`src/rtl/dma_pkg.sv`:
```
// rtl/dma_pkg.sv - shared types and default widths for the descriptor-memory arbiter
package dma_pkg;

    localparam int DEF_ADDR_W   = 32;
    localparam int DEF_DATA_W   = 32;
    localparam int DEF_BCOUNT_W = 4;

    typedef enum logic [1:0] {
        IDLE    = 2'd0,
        RD_CMD  = 2'd1,
        RD_DATA = 2'd2,
        WR_CMD  = 2'd3
    } arb_state_e;

    typedef enum logic {
        FETCH = 1'b0,
        UPD   = 1'b1
    } req_id_e;

endpackage

```
`src/rtl/dma_desc_mem_arbiter_if.sv`:
```
// rtl/dma_desc_mem_arbiter_if.sv - requester and descriptor-memory bus bundle for the arbiter
//
// Signals:
//   fetch_*  : burst-read requester (descriptor fetch)
//   upd_*    : single-beat write requester (status update)
//   avm_*    : shared AVMM master port to descriptor memory
//   busy_o / protocol_err_o : arbiter status
// Modports:
//   slave  : arbiter view (receives requests and memory responses)
//   master : environment view (drives requests and memory responses)
interface dma_desc_mem_arbiter_if #(
    parameter int ADDR_W   = 32,
    parameter int DATA_W   = 32,
    parameter int BCOUNT_W = 4
);
    logic                  fetch_read_i;
    logic [BCOUNT_W-1:0]   fetch_bcount_i;
    logic [ADDR_W-1:0]     fetch_addr_i;
    logic                  fetch_waitrequest_o;
    logic [DATA_W-1:0]     fetch_rddata_o;
    logic                  fetch_readdatavalid_o;

    logic                  upd_wr_i;
    logic [ADDR_W-1:0]     upd_addr_i;
    logic [DATA_W-1:0]     upd_data_i;
    logic [DATA_W/8-1:0]   upd_be_i;
    logic                  upd_wait_req_o;

    logic                  avm_read_o;
    logic                  avm_write_o;
    logic [ADDR_W-1:0]     avm_addr_o;
    logic [BCOUNT_W-1:0]   avm_bcount_o;
    logic [DATA_W-1:0]     avm_wrdata_o;
    logic [DATA_W/8-1:0]   avm_be_o;
    logic                  avm_waitrequest_i;
    logic [DATA_W-1:0]     avm_rddata_i;
    logic                  avm_readdatavalid_i;

    logic                  busy_o;
    logic                  protocol_err_o;

    modport slave (
        input  fetch_read_i, fetch_bcount_i, fetch_addr_i,
        output fetch_waitrequest_o, fetch_rddata_o, fetch_readdatavalid_o,
        input  upd_wr_i, upd_addr_i, upd_data_i, upd_be_i,
        output upd_wait_req_o,
        output avm_read_o, avm_write_o, avm_addr_o, avm_bcount_o, avm_wrdata_o, avm_be_o,
        input  avm_waitrequest_i, avm_rddata_i, avm_readdatavalid_i,
        output busy_o, protocol_err_o
    );

    modport master (
        output fetch_read_i, fetch_bcount_i, fetch_addr_i,
        input  fetch_waitrequest_o, fetch_rddata_o, fetch_readdatavalid_o,
        output upd_wr_i, upd_addr_i, upd_data_i, upd_be_i,
        input  upd_wait_req_o,
        input  avm_read_o, avm_write_o, avm_addr_o, avm_bcount_o, avm_wrdata_o, avm_be_o,
        output avm_waitrequest_i, avm_rddata_i, avm_readdatavalid_i,
        input  busy_o, protocol_err_o
    );

endinterface

```
`src/rtl/dma_rr_arb2.sv`:
```
// rtl/dma_rr_arb2.sv - two-requester round-robin grant with last_grant register
//
// Ports:
//   clk, reset       : clock, asynchronous active-low reset
//   req_fetch        : fetch requester is asking
//   req_upd          : update requester is asking
//   take             : the grant is being consumed this cycle; remember the winner
//   grant_valid      : at least one requester is asking
//   grant_id         : winner (only meaningful when grant_valid)
module dma_rr_arb2
    import dma_pkg::*;
(
    input  logic    clk,
    input  logic    reset,
    input  logic    req_fetch,
    input  logic    req_upd,
    input  logic    take,
    output logic    grant_valid,
    output req_id_e grant_id
);

    req_id_e last_grant;

    // On a tie, whoever did not win last time goes first.
    always_comb begin
        grant_valid = req_fetch | req_upd;
        grant_id    = FETCH;
        if (req_fetch && req_upd) begin
            grant_id = (last_grant == FETCH) ? UPD : FETCH;
        end else if (req_upd) begin
            grant_id = UPD;
        end
    end

    // Reset to UPD so fetch wins the first tie after reset.
    always_ff @(posedge clk or negedge reset) begin
        if (!reset) begin
            last_grant <= UPD;
        end else if (take && grant_valid) begin
            last_grant <= grant_id;
        end
    end

endmodule

```
`src/rtl/dma_desc_mem_arbiter.sv`:
```
// rtl/dma_desc_mem_arbiter.sv - shares the descriptor-memory AVMM port between fetch reads and status writes
//
// Ports:
//   clk    : clock
//   reset  : asynchronous active-low reset
//   bus    : requester, memory and status signals (slave modport)
// A read grant is held until every burst beat has returned; a write grant
// until the single beat is accepted. Stray readdatavalid outside a read burst
// is dropped and latches protocol_err_o until reset.
module dma_desc_mem_arbiter
    import dma_pkg::*;
#(
    parameter int ADDR_W   = DEF_ADDR_W,
    parameter int DATA_W   = DEF_DATA_W,
    parameter int BCOUNT_W = DEF_BCOUNT_W
) (
    input  logic                    clk,
    input  logic                    reset,
    dma_desc_mem_arbiter_if.slave   bus
);

    // One extra bit so a bcount of 0 can hold the full 2^BCOUNT_W beats.
    localparam logic [BCOUNT_W:0]   MAX_BEATS  = {1'b1, {BCOUNT_W{1'b0}}};
    localparam logic [BCOUNT_W:0]   CNT_ONE    = {{BCOUNT_W{1'b0}}, 1'b1};
    localparam logic [BCOUNT_W-1:0] BCOUNT_ONE = {{(BCOUNT_W-1){1'b0}}, 1'b1};

    arb_state_e          state, state_nxt;
    logic [BCOUNT_W:0]   beat_cnt, beat_cnt_nxt;
    logic [BCOUNT_W:0]   beat_load;
    logic                protocol_err;
    logic                grant_valid;
    req_id_e             grant_id;
    logic                grant_take;

    logic                fetch_wait;
    logic                upd_wait;
    logic                fetch_rdv;
    logic                avm_read;
    logic                avm_write;
    logic [ADDR_W-1:0]   avm_addr;
    logic [BCOUNT_W-1:0] avm_bcount;
    logic [DATA_W-1:0]   avm_wrdata;
    logic [DATA_W/8-1:0] avm_be;

    dma_rr_arb2 u_rr_arb2 (
        .clk         (clk),
        .reset       (reset),
        .req_fetch   (bus.fetch_read_i),
        .req_upd     (bus.upd_wr_i),
        .take        (grant_take),
        .grant_valid (grant_valid),
        .grant_id    (grant_id)
    );

    assign beat_load = (bus.fetch_bcount_i == '0) ? MAX_BEATS : {1'b0, bus.fetch_bcount_i};

    always_comb begin
        state_nxt    = state;
        beat_cnt_nxt = beat_cnt;
        grant_take   = 1'b0;
        fetch_wait   = 1'b1;
        upd_wait     = 1'b1;
        fetch_rdv    = 1'b0;
        avm_read     = 1'b0;
        avm_write    = 1'b0;
        avm_addr     = '0;
        avm_bcount   = '0;
        avm_wrdata   = '0;
        avm_be       = '1;
        case (state)
            IDLE: begin
                if (grant_valid) begin
                    grant_take = 1'b1;
                    state_nxt  = (grant_id == FETCH) ? RD_CMD : WR_CMD;
                end
            end
            RD_CMD: begin
                avm_read   = 1'b1;
                avm_addr   = bus.fetch_addr_i;
                avm_bcount = bus.fetch_bcount_i;
                fetch_wait = bus.avm_waitrequest_i;
                if (!bus.avm_waitrequest_i) begin
                    beat_cnt_nxt = beat_load;
                    state_nxt    = RD_DATA;
                end
            end
            RD_DATA: begin
                fetch_rdv = bus.avm_readdatavalid_i;
                if (bus.avm_readdatavalid_i) begin
                    beat_cnt_nxt = beat_cnt - CNT_ONE;
                    if (beat_cnt == CNT_ONE) begin
                        state_nxt = IDLE;
                    end
                end
            end
            WR_CMD: begin
                avm_write  = 1'b1;
                avm_addr   = bus.upd_addr_i;
                avm_wrdata = bus.upd_data_i;
                avm_be     = bus.upd_be_i;
                avm_bcount = BCOUNT_ONE;
                upd_wait   = bus.avm_waitrequest_i;
                if (!bus.avm_waitrequest_i) begin
                    state_nxt = IDLE;
                end
            end
            default: state_nxt = IDLE;
        endcase
    end

    always_ff @(posedge clk or negedge reset) begin
        if (!reset) begin
            state    <= IDLE;
            beat_cnt <= '0;
        end else begin
            state    <= state_nxt;
            beat_cnt <= beat_cnt_nxt;
        end
    end

    // Any beat arriving when no burst is outstanding is a memory-side error.
    always_ff @(posedge clk or negedge reset) begin
        if (!reset) begin
            protocol_err <= 1'b0;
        end else if (bus.avm_readdatavalid_i && (state != RD_DATA)) begin
            protocol_err <= 1'b1;
        end
    end

    assign bus.fetch_waitrequest_o   = fetch_wait;
    assign bus.fetch_rddata_o        = bus.avm_rddata_i;
    assign bus.fetch_readdatavalid_o = fetch_rdv;
    assign bus.upd_wait_req_o        = upd_wait;
    assign bus.avm_read_o            = avm_read;
    assign bus.avm_write_o           = avm_write;
    assign bus.avm_addr_o            = avm_addr;
    assign bus.avm_bcount_o          = avm_bcount;
    assign bus.avm_wrdata_o          = avm_wrdata;
    assign bus.avm_be_o              = avm_be;
    assign bus.busy_o                = (state != IDLE);
    assign bus.protocol_err_o        = protocol_err;

endmodule

```
`src/flat_wrapper.sv`:
```
// flat-port wrapper written by rule: the top's interface ports become plain ports
module dma_desc_mem_arbiter_flat import dma_pkg::*;
#(
    parameter int ADDR_W   = DEF_ADDR_W,
    parameter int DATA_W   = DEF_DATA_W,
    parameter int BCOUNT_W = DEF_BCOUNT_W
)
  (clk, reset, bus_fetch_read_i, bus_fetch_bcount_i, bus_fetch_addr_i, bus_fetch_waitrequest_o, bus_fetch_rddata_o, bus_fetch_readdatavalid_o, bus_upd_wr_i, bus_upd_addr_i, bus_upd_data_i, bus_upd_be_i, bus_upd_wait_req_o, bus_avm_read_o, bus_avm_write_o, bus_avm_addr_o, bus_avm_bcount_o, bus_avm_wrdata_o, bus_avm_be_o, bus_avm_waitrequest_i, bus_avm_rddata_i, bus_avm_readdatavalid_i, bus_busy_o, bus_protocol_err_o);
  dma_desc_mem_arbiter_if #(.ADDR_W(ADDR_W), .DATA_W(DATA_W), .BCOUNT_W(BCOUNT_W)) bus_i ();
  input  logic clk;
  input  logic reset;
  input wire logic [$bits(bus_i.fetch_read_i)-1:0] bus_fetch_read_i;
  input wire logic [$bits(bus_i.fetch_bcount_i)-1:0] bus_fetch_bcount_i;
  input wire logic [$bits(bus_i.fetch_addr_i)-1:0] bus_fetch_addr_i;
  output wire logic [$bits(bus_i.fetch_waitrequest_o)-1:0] bus_fetch_waitrequest_o;
  output wire logic [$bits(bus_i.fetch_rddata_o)-1:0] bus_fetch_rddata_o;
  output wire logic [$bits(bus_i.fetch_readdatavalid_o)-1:0] bus_fetch_readdatavalid_o;
  input wire logic [$bits(bus_i.upd_wr_i)-1:0] bus_upd_wr_i;
  input wire logic [$bits(bus_i.upd_addr_i)-1:0] bus_upd_addr_i;
  input wire logic [$bits(bus_i.upd_data_i)-1:0] bus_upd_data_i;
  input wire logic [$bits(bus_i.upd_be_i)-1:0] bus_upd_be_i;
  output wire logic [$bits(bus_i.upd_wait_req_o)-1:0] bus_upd_wait_req_o;
  output wire logic [$bits(bus_i.avm_read_o)-1:0] bus_avm_read_o;
  output wire logic [$bits(bus_i.avm_write_o)-1:0] bus_avm_write_o;
  output wire logic [$bits(bus_i.avm_addr_o)-1:0] bus_avm_addr_o;
  output wire logic [$bits(bus_i.avm_bcount_o)-1:0] bus_avm_bcount_o;
  output wire logic [$bits(bus_i.avm_wrdata_o)-1:0] bus_avm_wrdata_o;
  output wire logic [$bits(bus_i.avm_be_o)-1:0] bus_avm_be_o;
  input wire logic [$bits(bus_i.avm_waitrequest_i)-1:0] bus_avm_waitrequest_i;
  input wire logic [$bits(bus_i.avm_rddata_i)-1:0] bus_avm_rddata_i;
  input wire logic [$bits(bus_i.avm_readdatavalid_i)-1:0] bus_avm_readdatavalid_i;
  output wire logic [$bits(bus_i.busy_o)-1:0] bus_busy_o;
  output wire logic [$bits(bus_i.protocol_err_o)-1:0] bus_protocol_err_o;
  assign bus_i.fetch_read_i = bus_fetch_read_i;
  assign bus_i.fetch_bcount_i = bus_fetch_bcount_i;
  assign bus_i.fetch_addr_i = bus_fetch_addr_i;
  assign bus_fetch_waitrequest_o = bus_i.fetch_waitrequest_o;
  assign bus_fetch_rddata_o = bus_i.fetch_rddata_o;
  assign bus_fetch_readdatavalid_o = bus_i.fetch_readdatavalid_o;
  assign bus_i.upd_wr_i = bus_upd_wr_i;
  assign bus_i.upd_addr_i = bus_upd_addr_i;
  assign bus_i.upd_data_i = bus_upd_data_i;
  assign bus_i.upd_be_i = bus_upd_be_i;
  assign bus_upd_wait_req_o = bus_i.upd_wait_req_o;
  assign bus_avm_read_o = bus_i.avm_read_o;
  assign bus_avm_write_o = bus_i.avm_write_o;
  assign bus_avm_addr_o = bus_i.avm_addr_o;
  assign bus_avm_bcount_o = bus_i.avm_bcount_o;
  assign bus_avm_wrdata_o = bus_i.avm_wrdata_o;
  assign bus_avm_be_o = bus_i.avm_be_o;
  assign bus_i.avm_waitrequest_i = bus_avm_waitrequest_i;
  assign bus_i.avm_rddata_i = bus_avm_rddata_i;
  assign bus_i.avm_readdatavalid_i = bus_avm_readdatavalid_i;
  assign bus_busy_o = bus_i.busy_o;
  assign bus_protocol_err_o = bus_i.protocol_err_o;
  dma_desc_mem_arbiter #(.ADDR_W(ADDR_W), .DATA_W(DATA_W), .BCOUNT_W(BCOUNT_W)) u_core (.clk(clk), .reset(reset), .bus(bus_i));
endmodule
```
`config.mk`:
```
export PLATFORM = sky130hd
export DESIGN_NAME = dma_desc_mem_arbiter_flat
export DESIGN_NICKNAME = d
export VERILOG_FILES = /design/src/rtl/dma_pkg.sv /design/src/rtl/dma_desc_mem_arbiter_if.sv /design/src/rtl/dma_rr_arb2.sv /design/src/rtl/dma_desc_mem_arbiter.sv /design/src/flat_wrapper.sv
export SDC_FILE = /design/constraint.sdc
export NUM_CORES = 1
export LEC_CHECK = 0
export ABC_AREA = 1
export BUFFER_PORTS_ARGS = -buffer_cell sky130_fd_sc_hd__buf_2
export CAP_MARGIN = 20
export CORE_AREA = 2 2 98 100
export DETAILED_ROUTE_END_ITERATION = 16
export DIE_AREA = 0 0 100 102
export GPL_TIMING_DRIVEN = 0
export PLACE_DENSITY = 0.58
export SLEW_MARGIN = 5
export SYNTH_ARGS = -nofsm -noshare
export SYNTH_HDL_FRONTEND = slang
export SYNTH_SLANG_ARGS = --single-unit
```
`constraint.sdc`:
```
create_clock -name clk -period 1.41 [get_ports clk]
set_input_delay 0.282 -clock clk [delete_from_list [all_inputs] [get_ports clk]]
set_output_delay 0.282 -clock clk [all_outputs]
set_load 0.02 [all_outputs]
```
==> metrics.txt <==
outcome=complete, but fails checks; failing checks=negative setup slack; critical path class=flop to primary output; initial DRC count=62; Syn Nets=383; final setup margin=-0.270 ns; RePlAce Congestion=0.825; FILL cells=935; worst slew pin tran=roughly 0.23 ns; Post-synth EDFFs=0; grt ovf=0; clk_lat worst skew=0.25 ns; GR Layer Usage met1=about 15%; Synth Register Bits=9; Reg clk slew, reported paths=approximately 0.05 ns; busiest grt layer=met2; FMAX=0.595 GHz; pin count of the biggest net entering global routing=11; CP dominant cell by count=buf_6; Yosys warning total=0; area of the multi-input gates=856 sq um; vias in the first global route=around 2200; Mapped Area=1470 sq um; die area=around 10000 sq um; Slew Limit Fails=0; placed inst area=2710 sq um; Pleak=between 2 and 2.5 nW; Final Cell Area=3430 sq um; setup_tns=-14.84 ns; total routed wirelength=7.58 mm; Pwr Density=1820 nW/um^2; drt wl/cell=12.8 um; Synth Flop Type=dfrtp_1; nets=624; Seq/Total Area, Yosys=15.4%; synthesized area per cell=6.15 sq um; IO Count=253; via count=2423; row cnt=35; Slew HR=84.8%; crit path DAT=1.40 ns; sequential cell area=between 200 and 250 sq um; drt drc=0; WP data required=1.13 ns; clock sink count=9; met2 Track Usage GR=approximately 22%; total power=6.24 mW; RSZ-0062 raised after global routing=yes; number of max-cap violations=0; die extent in y=102 um; drt first pass iters=4; hold crit path type=input pin to flop; most frequent cells in the layout=buf_2, buf_4, buf_6, inv_1, nor2_1; drt via density=4.10; Die X-Extent=100 um; gr usage total=12.3%; Startpoint Class=flop; CTS tree=done; CP max stage delay=around 0.44 ns; Post-synth ARST share=100%; Cell Chain, Critical Path=inv_4 > nor2_4 > buf_6 > buf_8 > a22o_4 > buf_6; post-route ant nets=0; Critical Path Fanout Max=6; Num CTS Buffers=3; Critical Path Sink Type=primary output; CORE AREA=9110 sq um; commonest non-fill, non-tap cell in the layout=buf_2; VDD IR max=between 1 and 1.5 mV; flop2flop setup slack=0.09 ns; first-pass GRT wire length=around 10 mm; PortBufs=220; layout cell share with drive strength beyond 1=65.3%; Max H-tree Level=1; root buffer cell=clkbuf_8; Cells after Synth=approximately 240; antenna violations before repair=2; met3 Use GR=roughly 2.7%; Layout Area Growth over Synthesis=133%; clock tree buffer depth=2; Fin. Hold Viols=0; Critical Path Slowest Stage Cell=dfrtp_2; Period Utilization, post-route=119%; DP HPWL=6.01 mm; crit path time final=1.68 ns; post-synthesis cell type count=22; Clock Skew=0.00260 ns; starting density of the core=16.1%; Setup-failing EPs final=78
area by class of cell:
class | count | share of cell area, %
antenna | 1 | 0.0730
buffer | 42 | 10.9
clock buffer | 4 | 1.31
inverter | 53 | 6.25
multi-input combinational | 135 | 25.0
sequential | 9 | 6.68
tap | 111 | 4.05
timing repair buffer | 236 | 45.8
sequential cells by signal, indices dropped and copies added, names as in the netlist:
signal                       flops
u_core.beat_cnt                  5
u_core.bus.protocol_err_o        1
u_core.u_rr_arb2.last_grant      1
u_core.state                     2
cell usage after synthesis (2+ instances only):
| cell type | count | area, sq um |
|---|---|---|
| nand3_1 | 8 | 40.0 |
| inv_2 | 2 | 7.51 |
| ha_1 | 2 | 25.0 |
| buf_4 | 37 | 278 |
| dfrtp_1 | 8 | 200 |
| nand2_1 | 29 | 109 |
| or2_2 | 4 | 25.0 |
| nor2_1 | 46 | 173 |
| inv_1 | 51 | 191 |
| o21ai_0 | 5 | 25.0 |
| buf_2 | 5 | 25.0 |
| a22o_1 | 32 | 280 |
where the power goes:
part | internal, mW | leakage [nW] | switching, mW
sequential | 0.391 | 0.102 | 0.116
clock | 0.199 | 0.0228 | 0.124
combinational | 2.59 | 1.95 | 2.82
total | 3.18 | 2.08 | 3.06
metal layers:
layer / vias to the layer above / wire [um]
li1: 1198 / -
met1: 1084 / 2880
met2: 132 / 3960
met3: 7 / 693
met4: 2 / 36
met5: - / 13
path summary, 6_finish.rpt:
kind                                      startpoint                     endpoint  depth (start not counted)
max in group asynchronous                      reset  u_core.u_rr_arb2.last_grant                          2
min reg2reg                u_core.bus.protocol_err_o    u_core.bus.protocol_err_o                          1
max                                  u_core.state[0]           bus_avm_addr_o[18]                          6
min                            bus_avm_waitrequest_i              u_core.state[1]                          3
min in group asynchronous                      reset           u_core.beat_cnt[4]                          2
max reg2reg                          u_core.state[1]           u_core.beat_cnt[3]                          9
worst max-delay path: cells and delay by family (launching register included):
| family | cells | cell delay, ns |
|---|---|---|
| buffers and inverters | 4 | 0.46 |
| DFF | 1 | 0.44 |
| AOI/OAI and AO/OA | 1 | 0.22 |
| and+or+nand+nor | 1 | 0.04 |
kinds of logic (layout without fill, tap and decap cells):
group / count (synthesis) / in the layout / synth area share, %
AOI/OAI and AO/OA: 42 / 42 / 22.9
adders and majority gates: 2 / 2 / 1.70
xor gates and xnor gates: 1 / 1 / 0.596
and+or+nand+nor: 90 / 90 / 25.2
other: 0 / 1 / 0
buffers and inverters: 95 / 335 / 34.2
DFF: 9 / 9 / 15.4
through the flow:
stage / instances / setup slack, ns / hold WS, ns / util (%)
2_1_floorplan: 239 / -0.0311 / -0.0136 / -
3_3_place_gp: 570 / -0.191 / 0.150 / 29.7
5_1_grt: 590 / -0.308 / 0.299 / 37.6
4_1_cts: 587 / -0.253 / 0.278 / 35.5
6_report: 591 / -0.270 / 0.286 / 37.6
3_5_place_dp: 570 / -0.211 / 0.156 / 29.7
timing repair:
action	in CTS	in global routing
gates cloned	2	0
hold buffers	1	0
hold endpoints to repair	8	0
gates resized for setup	127	52
setup buffers	12	3
pin swaps	26	8
setup endpoints to repair	77	83
Power figures use the tool's default switching activity.
